==> src/rtl/gpu_scroll_engine_if.sv <==
// Bus between the scroll engine (master) and the gpu slave port.
//   m_write   : write request, master -> gpu
//   m_address : byte address, master -> gpu
//   m_data    : write data, master -> gpu
//   m_stall   : gpu stall; a transfer completes when m_write=1 and m_stall=0
interface gpu_scroll_engine_if;
  logic        m_write;
  logic [23:0] m_address;
  logic [31:0] m_data;
  logic        m_stall;

  modport master (output m_write, output m_address, output m_data, input m_stall);
  modport slave  (input m_write, input m_address, input m_data, output m_stall);
endinterface

==> src/rtl/gpu_scroll_engine.sv <==
// Scrolls the 800x600 1bpp circular framebuffer up by N lines: fills the lines that wrap
// to the bottom with a pattern, then programs the new word offset into REG_PIX_OFFSET.
// Ports:
//   clk, rst      : bus clock, asynchronous active-high reset
//   start         : 1-cycle request, ignored while busy
//   lines         : number of pixel lines to scroll, sampled on start
//   fill_pattern  : word written to the cleared lines, sampled on start
//   busy          : high from the cycle after an accepted start through the done cycle
//   done          : 1-cycle pulse at the end of the sequence
//   cur_offset    : word offset currently programmed into the gpu
//   bus           : master side of the gpu write bus
module gpu_scroll_engine #(
  parameter int unsigned FB_WORDS     = 15000,
  parameter int unsigned LINE_WORDS   = 25,
  parameter logic [23:0] OFF_REG_ADDR = 24'h050000
) (
  input  logic                       clk,
  input  logic                       rst,
  input  logic                       start,
  input  logic [9:0]                 lines,
  input  logic [31:0]                fill_pattern,
  output logic                       busy,
  output logic                       done,
  output logic [13:0]                cur_offset,
  gpu_scroll_engine_if.master        bus
);

  localparam int unsigned OFF_W = 14;
  localparam int unsigned SUM_W = 15;

  localparam logic [1:0] IDLE   = 2'd0;
  localparam logic [1:0] CLEAR  = 2'd1;
  localparam logic [1:0] SETOFF = 2'd2;
  localparam logic [1:0] DONE   = 2'd3;

  logic [1:0]       state, state_d;
  logic [OFF_W-1:0] cnt, cnt_d;
  logic [OFF_W-1:0] idx, idx_d;
  logic [31:0]      pat, pat_d;
  logic [OFF_W-1:0] new_off, new_off_d;
  logic [OFF_W-1:0] cur_offset_d;
  logic             m_write_d;
  logic [23:0]      m_address_d;
  logic [31:0]      m_data_d;
  logic             busy_d, done_d;

  // Start-time values: clamped word count and wrapped target offset (15-bit sums cannot overflow)
  logic [SUM_W-1:0] req_words_c;
  logic [OFF_W-1:0] start_cnt_c;
  logic [SUM_W-1:0] off_sum_c;
  logic [OFF_W-1:0] start_new_off_c;
  logic [OFF_W-1:0] idx_next_c;
  logic             xfer_c;

  always_comb begin
    req_words_c     = SUM_W'(lines) * SUM_W'(LINE_WORDS);
    start_cnt_c     = (req_words_c >= SUM_W'(FB_WORDS)) ? OFF_W'(FB_WORDS) : req_words_c[OFF_W-1:0];
    off_sum_c       = SUM_W'(cur_offset) + SUM_W'(start_cnt_c);
    start_new_off_c = (off_sum_c >= SUM_W'(FB_WORDS)) ? OFF_W'(off_sum_c - SUM_W'(FB_WORDS))
                                                      : off_sum_c[OFF_W-1:0];
    idx_next_c      = (idx == OFF_W'(FB_WORDS - 1)) ? '0 : idx + OFF_W'(1);
    xfer_c          = bus.m_write & ~bus.m_stall;
  end

  // Next-state and registered-output logic
  always_comb begin
    state_d      = state;
    cnt_d        = cnt;
    idx_d        = idx;
    pat_d        = pat;
    new_off_d    = new_off;
    cur_offset_d = cur_offset;
    m_write_d    = bus.m_write;
    m_address_d  = bus.m_address;
    m_data_d     = bus.m_data;
    busy_d       = busy;
    done_d       = 1'b0;

    case (state)
      IDLE: begin
        if (start) begin
          cnt_d     = start_cnt_c;
          idx_d     = cur_offset;
          pat_d     = fill_pattern;
          new_off_d = start_new_off_c;
          busy_d    = 1'b1;
          if (start_cnt_c != '0) begin
            state_d     = CLEAR;
            m_write_d   = 1'b1;
            m_address_d = {8'b0, cur_offset, 2'b00};
            m_data_d    = fill_pattern;
          end else begin
            state_d = DONE;
            done_d  = 1'b1;
          end
        end
      end

      CLEAR: begin
        if (xfer_c) begin
          idx_d = idx_next_c;
          cnt_d = cnt - OFF_W'(1);
          if (cnt == OFF_W'(1)) begin
            state_d     = SETOFF;
            m_address_d = OFF_REG_ADDR;
            m_data_d    = {18'b0, new_off};
          end else begin
            m_address_d = {8'b0, idx_next_c, 2'b00};
          end
        end
      end

      SETOFF: begin
        if (xfer_c) begin
          cur_offset_d = new_off;
          state_d      = DONE;
          m_write_d    = 1'b0;
          done_d       = 1'b1;
        end
      end

      DONE: begin
        state_d = IDLE;
        busy_d  = 1'b0;
      end

      default: begin
        state_d   = IDLE;
        m_write_d = 1'b0;
        busy_d    = 1'b0;
      end
    endcase
  end

  always_ff @(posedge clk or posedge rst) begin
    if (rst) begin
      state         <= IDLE;
      cnt           <= '0;
      idx           <= '0;
      pat           <= '0;
      new_off       <= '0;
      cur_offset    <= '0;
      bus.m_write   <= 1'b0;
      bus.m_address <= '0;
      bus.m_data    <= '0;
      busy          <= 1'b0;
      done          <= 1'b0;
    end else begin
      state         <= state_d;
      cnt           <= cnt_d;
      idx           <= idx_d;
      pat           <= pat_d;
      new_off       <= new_off_d;
      cur_offset    <= cur_offset_d;
      bus.m_write   <= m_write_d;
      bus.m_address <= m_address_d;
      bus.m_data    <= m_data_d;
      busy          <= busy_d;
      done          <= done_d;
    end
  end

endmodule
==> src/flat_wrapper.sv <==
// flat-port wrapper written by rule: the top's interface ports become plain ports
module gpu_scroll_engine_flat 
#(
  parameter int unsigned FB_WORDS     = 15000,
  parameter int unsigned LINE_WORDS   = 25,
  parameter logic [23:0] OFF_REG_ADDR = 24'h050000
)
  (clk, rst, start, lines, fill_pattern, busy, done, cur_offset, bus_m_write, bus_m_address, bus_m_data, bus_m_stall);
  gpu_scroll_engine_if bus_i ();
  input  logic clk;
  input  logic rst;
  input  logic start;
  input  logic [9:0] lines;
  input  logic [31:0] fill_pattern;
  output logic busy;
  output logic done;
  output logic [13:0] cur_offset;
  output wire logic [$bits(bus_i.m_write)-1:0] bus_m_write;
  output wire logic [$bits(bus_i.m_address)-1:0] bus_m_address;
  output wire logic [$bits(bus_i.m_data)-1:0] bus_m_data;
  input wire logic [$bits(bus_i.m_stall)-1:0] bus_m_stall;
  assign bus_m_write = bus_i.m_write;
  assign bus_m_address = bus_i.m_address;
  assign bus_m_data = bus_i.m_data;
  assign bus_i.m_stall = bus_m_stall;
  gpu_scroll_engine #(.FB_WORDS(FB_WORDS), .LINE_WORDS(LINE_WORDS), .OFF_REG_ADDR(OFF_REG_ADDR)) u_core (.clk(clk), .rst(rst), .start(start), .lines(lines), .fill_pattern(fill_pattern), .busy(busy), .done(done), .cur_offset(cur_offset), .bus(bus_i));
endmodule
==> config.mk <==
export PLATFORM = sky130hd
export DESIGN_NAME = gpu_scroll_engine_flat
export DESIGN_NICKNAME = d
export VERILOG_FILES = /design/src/rtl/gpu_scroll_engine_if.sv /design/src/rtl/gpu_scroll_engine.sv /design/src/flat_wrapper.sv
export SDC_FILE = /design/constraint.sdc
export NUM_CORES = 1
export LEC_CHECK = 0
export CORE_ASPECT_RATIO = 1.5
export CORE_MARGIN = 2
export CORE_UTILIZATION = 30
export CTS_BUF_LIST = sky130_fd_sc_hd__clkbuf_4
export DETAILED_ROUTE_END_ITERATION = 16
export HOLD_SLACK_MARGIN = 0.06
export PLACE_DENSITY_LB_ADDON = 0.25
export SLEW_MARGIN = 20
export SYNTH_ARGS = -nofsm -noshare
export SYNTH_HDL_FRONTEND = slang
export SYNTH_SLANG_ARGS = --single-unit
==> constraint.sdc <==
create_clock -name clk -period 4.8 [get_ports clk]
set_clock_uncertainty 0.2 [all_clocks]
set_input_delay 0.48 -clock clk [delete_from_list [all_inputs] [get_ports clk]]
set_output_delay 0.48 -clock clk [all_outputs]
set_load 0.005 [all_outputs]
==> impl_metrics.py <==
metrics = {
    "timing": {
        "rsz0062_at_grt": "yes",
        "relSlewSlack_pct": 42.7,
        "post-route-min-period_ns": 5.77,
        "fmax_mhz": 173,
        "setup_violations": 11,
        "fin_crit_sh_pct": 120,
        "drv_slew": 0,
        "hold_violations": 0,
        "finalSetupTns_ns": -10.12,
        "tightestPinTransition_ns": 0.859,
        "worst_slack_ns": -0.969,
    },
    "logic_synthesis": {
        "synth_simple_gate_area_share_pct": 15.1,
        "synth_top_family_by_area": "compound AO/OA/AOI/OAI gates",
        "yosys_warnings": 0,
        "yosys.area_share.adder_pct": 11.1,
        "synth-compound-area-share_pct": 21.8,
        "synth-async-reset-ratio_pct": 100,
        "synth_ff_type": "dfrtp_1",
        "synth_top_cells_by_count": "108 x dfrtp_1, 57 x ha_1, 50 x a21oi_1, 50 x nand2_1",
        "synthCells": 783,
        "seq_area_frac_synth_pct": 35.9,
        "yosysTopAreaCell": "dfrtp_1",
        "synth_top_cell_area_share_pct": 35.9,
        "yosysMostFrequentCell": "dfrtp_1",
        "ys_seq_elements": 108,
        "yosys-mux-area-fraction_pct": 9.62,
        "netlist_area_um2": 7520,
        "synth_xor_area_share_pct": 2.33,
        "synth_cell_types": 72,
        "synth-edff-count": 0,
        "syn-mean-instance-area_um2": 9.60,
        "netlist_top_cells_area": "dfrtp_1 36%, ha_1 9.5%, mux2_2 5.7%",
    },
    "power": {
        "internal_power_mw": 4.98,
        "combPwrFrac_pct": 73.4,
        "seqPwrFrac_pct": 20.5,
        "clkPwrFrac_pct": 6.1,
        "p_leak_nw": 4.66,
        "ir_worst_vdd_v": 0.000369,
        "switchingPower_mw": 3.83,
        "swShare_pct": 43.4,
        "power_density_nw_per_um2": 805,
    },
    "final_layout": {
        "area_growth_pct": 45.6,
        "multi_input_area_um2": 5120,
        "drive_gt1_share_pct": 30.5,
        "seq_area_um2": 2700,
        "nFillCells": 2476,
        "nets": 1147,
        "fin_cells": 1372,
    },
    "worst_setup_path": {
        "worstReg2RegEnd": "u_core.bus.m_address[11]$_DFFE_PP0P_",
        "cp-end-kind": "flop",
        "startpoint_type": "input pin",
        "critPathMaxFanout": 7,
        "crit_start": "lines[2]",
        "cp.required_ns": 5.02,
        "worstSetupPathType": "input pin to flop",
        "reg2reg_slack_ns": 1.18,
        "regToRegStartpoint": "u_core.state[1]$_DFFE_PP0P_",
        "critPathArrivalTime_ns": 5.99,
        "crit_path_end": "u_core.new_off[9]$_DFFE_PP0P_",
        "r2r.worst_path.cells": 6,
    },
    "cts": {
        "worst_skew_pair.late_latency_ns": 0.54,
        "clk_path_buf_depth": 2,
        "cts_tree": "done",
        "clk_pin_slew_ns": 0.18,
        "h-tree-depth": 3,
        "cts_root_buf": "clkbuf_4",
        "cts_buffers": 9,
        "cts_sinks": 108,
    },
    "routing": {
        "dr.pass1.iters": 5,
        "wl_mm": 23.6,
        "vias_per_cell": 5.11,
        "vias": 7012,
        "wire_per_inst_um": 17.2,
        "ant_nets": 0,
        "drt_iter0_markers": 281,
        "drc": 0,
    },
    "floorplanning": {
        "die-area_um2": 26400,
        "boundaryPins": 119,
        "die_h_um": 198,
        "row_count": 71,
        "dieWidth_um": 133,
        "coreArea_um2": 24900,
        "initial_utilization_pct": 30.2,
    },
    "placed_design": {
        "dp_hpwl_mm": 17.9,
        "io_buffers": 110,
        "placed_cells": 1324,
        "pre_cts_ws_ns": -2.08,
        "place.gp.congestion": 0.904,
    },
    "global_route": {
        "grt_pass1_wl_mm": 38.1,
        "grt_pass1_vias": 7113,
        "antenna_found_initial": 1,
        "grtUsageTotal_pct": 18.2,
        "overflow": 0,
        "grt_max_degree": 46,
    },
    "status": {
        "violations": "setup timing",
        "status": "finished, violations left",
    },
    "min_path": {
        "hp-class": "flop to flop",
    },
    "flow_run": {
        "cap_violations": 0,
    },
}
-- registers in the layout, summed over array words and instances, names as in the netlist --
name and flops:
u_core.bus.m_address 15, u_core.bus.m_data 32, u_core.bus.m_write 1, u_core.busy 1
u_core.cnt 14, u_core.cur_offset 14, u_core.done 1, u_core.idx 14
u_core.new_off 14, u_core.state 2
-- cell type report --
| cell class | count | share of cell area, % |
|---|---|---|
| Clock buffer | 9 | 0.617 |
| Clock inverter | 7 | 0.880 |
| Timing Repair Buffer | 281 | 22.3 |
| Tap cell | 328 | 3.75 |
| Antenna cell | 1 | 0.0229 |
| Sequential cell | 108 | 24.7 |
| Inverter | 26 | 0.914 |
| Multi-Input combinational cell | 612 | 46.8 |
-- stage by stage --
step	power [mW]	utilization [%]	area [um^2]	hold slack, ns
2_1_floorplan	4.95	-	7800	0.261
3_3_place_gp	7.42	40.9	10200	0.270
3_5_place_dp	7.45	40.9	10200	0.279
4_1_cts	8.57	42.9	10700	0.292
5_1_grt	9.52	44.0	10900	0.305
6_report	8.81	44.0	10900	0.313
-- per-layer routing --
| metal | track usage (%) | routed length, um |
|---|---|---|
| met4 | 6.86 | 628 |
| met5 | 0 | 0 |
| met3 | 2.53 | 822 |
| met2 | 32.9 | 12400 |
| met1 | 21.8 | 9830 |
-- kinds of logic after synthesis --
| kind of cell | Yosys count |
|---|---|
| compound gates | 237 |
| simple gates | 219 |
| flops | 108 |
| buf+inv | 70 |
| mux | 65 |
| fa+ha+maj | 63 |
| xor+xnor | 20 |
| other cells | 1 |
-- layout by cell type, fill, tap and decap left out, drive strengths merged, types with 10 or more instances in the layout --
| cell type | count |
|---|---|
| nand2b | 11 |
| clkdlybuf4s50 | 101 |
| buf | 174 |
| nand2 | 50 |
| o21ai | 49 |
| mux2 | 58 |
| inv | 28 |
| a31oi | 12 |
| xor2 | 12 |
| a21o | 10 |
| a211oi | 10 |
| a22o | 24 |
| o21a | 11 |
| nand3 | 24 |
| nor2 | 49 |
| dfrtp | 108 |
| ha | 57 |
| nor3 | 17 |
| a21oi | 51 |
-- how the worst min path moves through the flow --
| stage | startpoint | endpoint | slack, ns | depth (start not counted) |
|---|---|---|---|---|
| after global routing | fill_pattern[30] | u_core.bus.m_data[30]$_DFFE_PP0P_ | 0.30 | 2 |
| after floorplan | u_core.new_off[10]$_DFFE_PP0P_ | u_core.new_off[10]$_DFFE_PP0P_ | 0.26 | 2 |
| after CTS | lines[1] | u_core.cnt[1]$_DFFE_PP0P_ | 0.29 | 5 |
| final | u_core.bus.m_address[6]$_DFFE_PP0P_ | u_core.bus.m_address[6]$_DFFE_PP0P_ | 0.31 | 1 |
| after global placement | u_core.busy$_DFFE_PP0P_ | u_core.busy$_DFFE_PP0P_ | 0.27 | 2 |
| after detailed placement | u_core.bus.m_address[6]$_DFFE_PP0P_ | u_core.bus.m_address[6]$_DFFE_PP0P_ | 0.28 | 1 |
-- critical path, stage by stage --
cell	delay, ns
buf_8	0.11
ha_4	0.26
ha_4	0.19
fa_1	0.59
ha_4	0.22
nor2b_4	0.12
o31a_1	0.25
o31a_1	0.30
o311a_1	0.29
or3_4	0.36
a31oi_4	0.28
and2_4	0.23
ha_4	0.22
a21o_1	0.21
a21oi_2	0.19
xnor2_2	0.15
ha_2	0.20
nand4b_1	0.19
a2111oi_4	0.07
o31ai_4	0.29
a31oi_4	0.14
buf_6	0.16
or3_1	0.30
a31oi_1	0.18
-- power groups by stage --
stage,combinational [mW],clock (mW),sequential (mW)
after floorplan,3.31,0,1.64
after global placement,5.61,0,1.81
after detailed placement,5.63,0,1.82
after CTS,6.21,0.554,1.81
after global routing,7.07,0.588,1.86
final,6.47,0.536,1.81
-- what timing repair did --
item                                   in CTS  in global routing
pin swaps                                  47                 30
setup endpoints to repair                  42                 11
cloned                                      1                  0
resized for setup                          69                 29
setup buffers                              17                 12
endpoints found under the hold margin      10                  0
hold buffers                                1                  0
No activity file was read; power rests on OpenSTA's default activity.
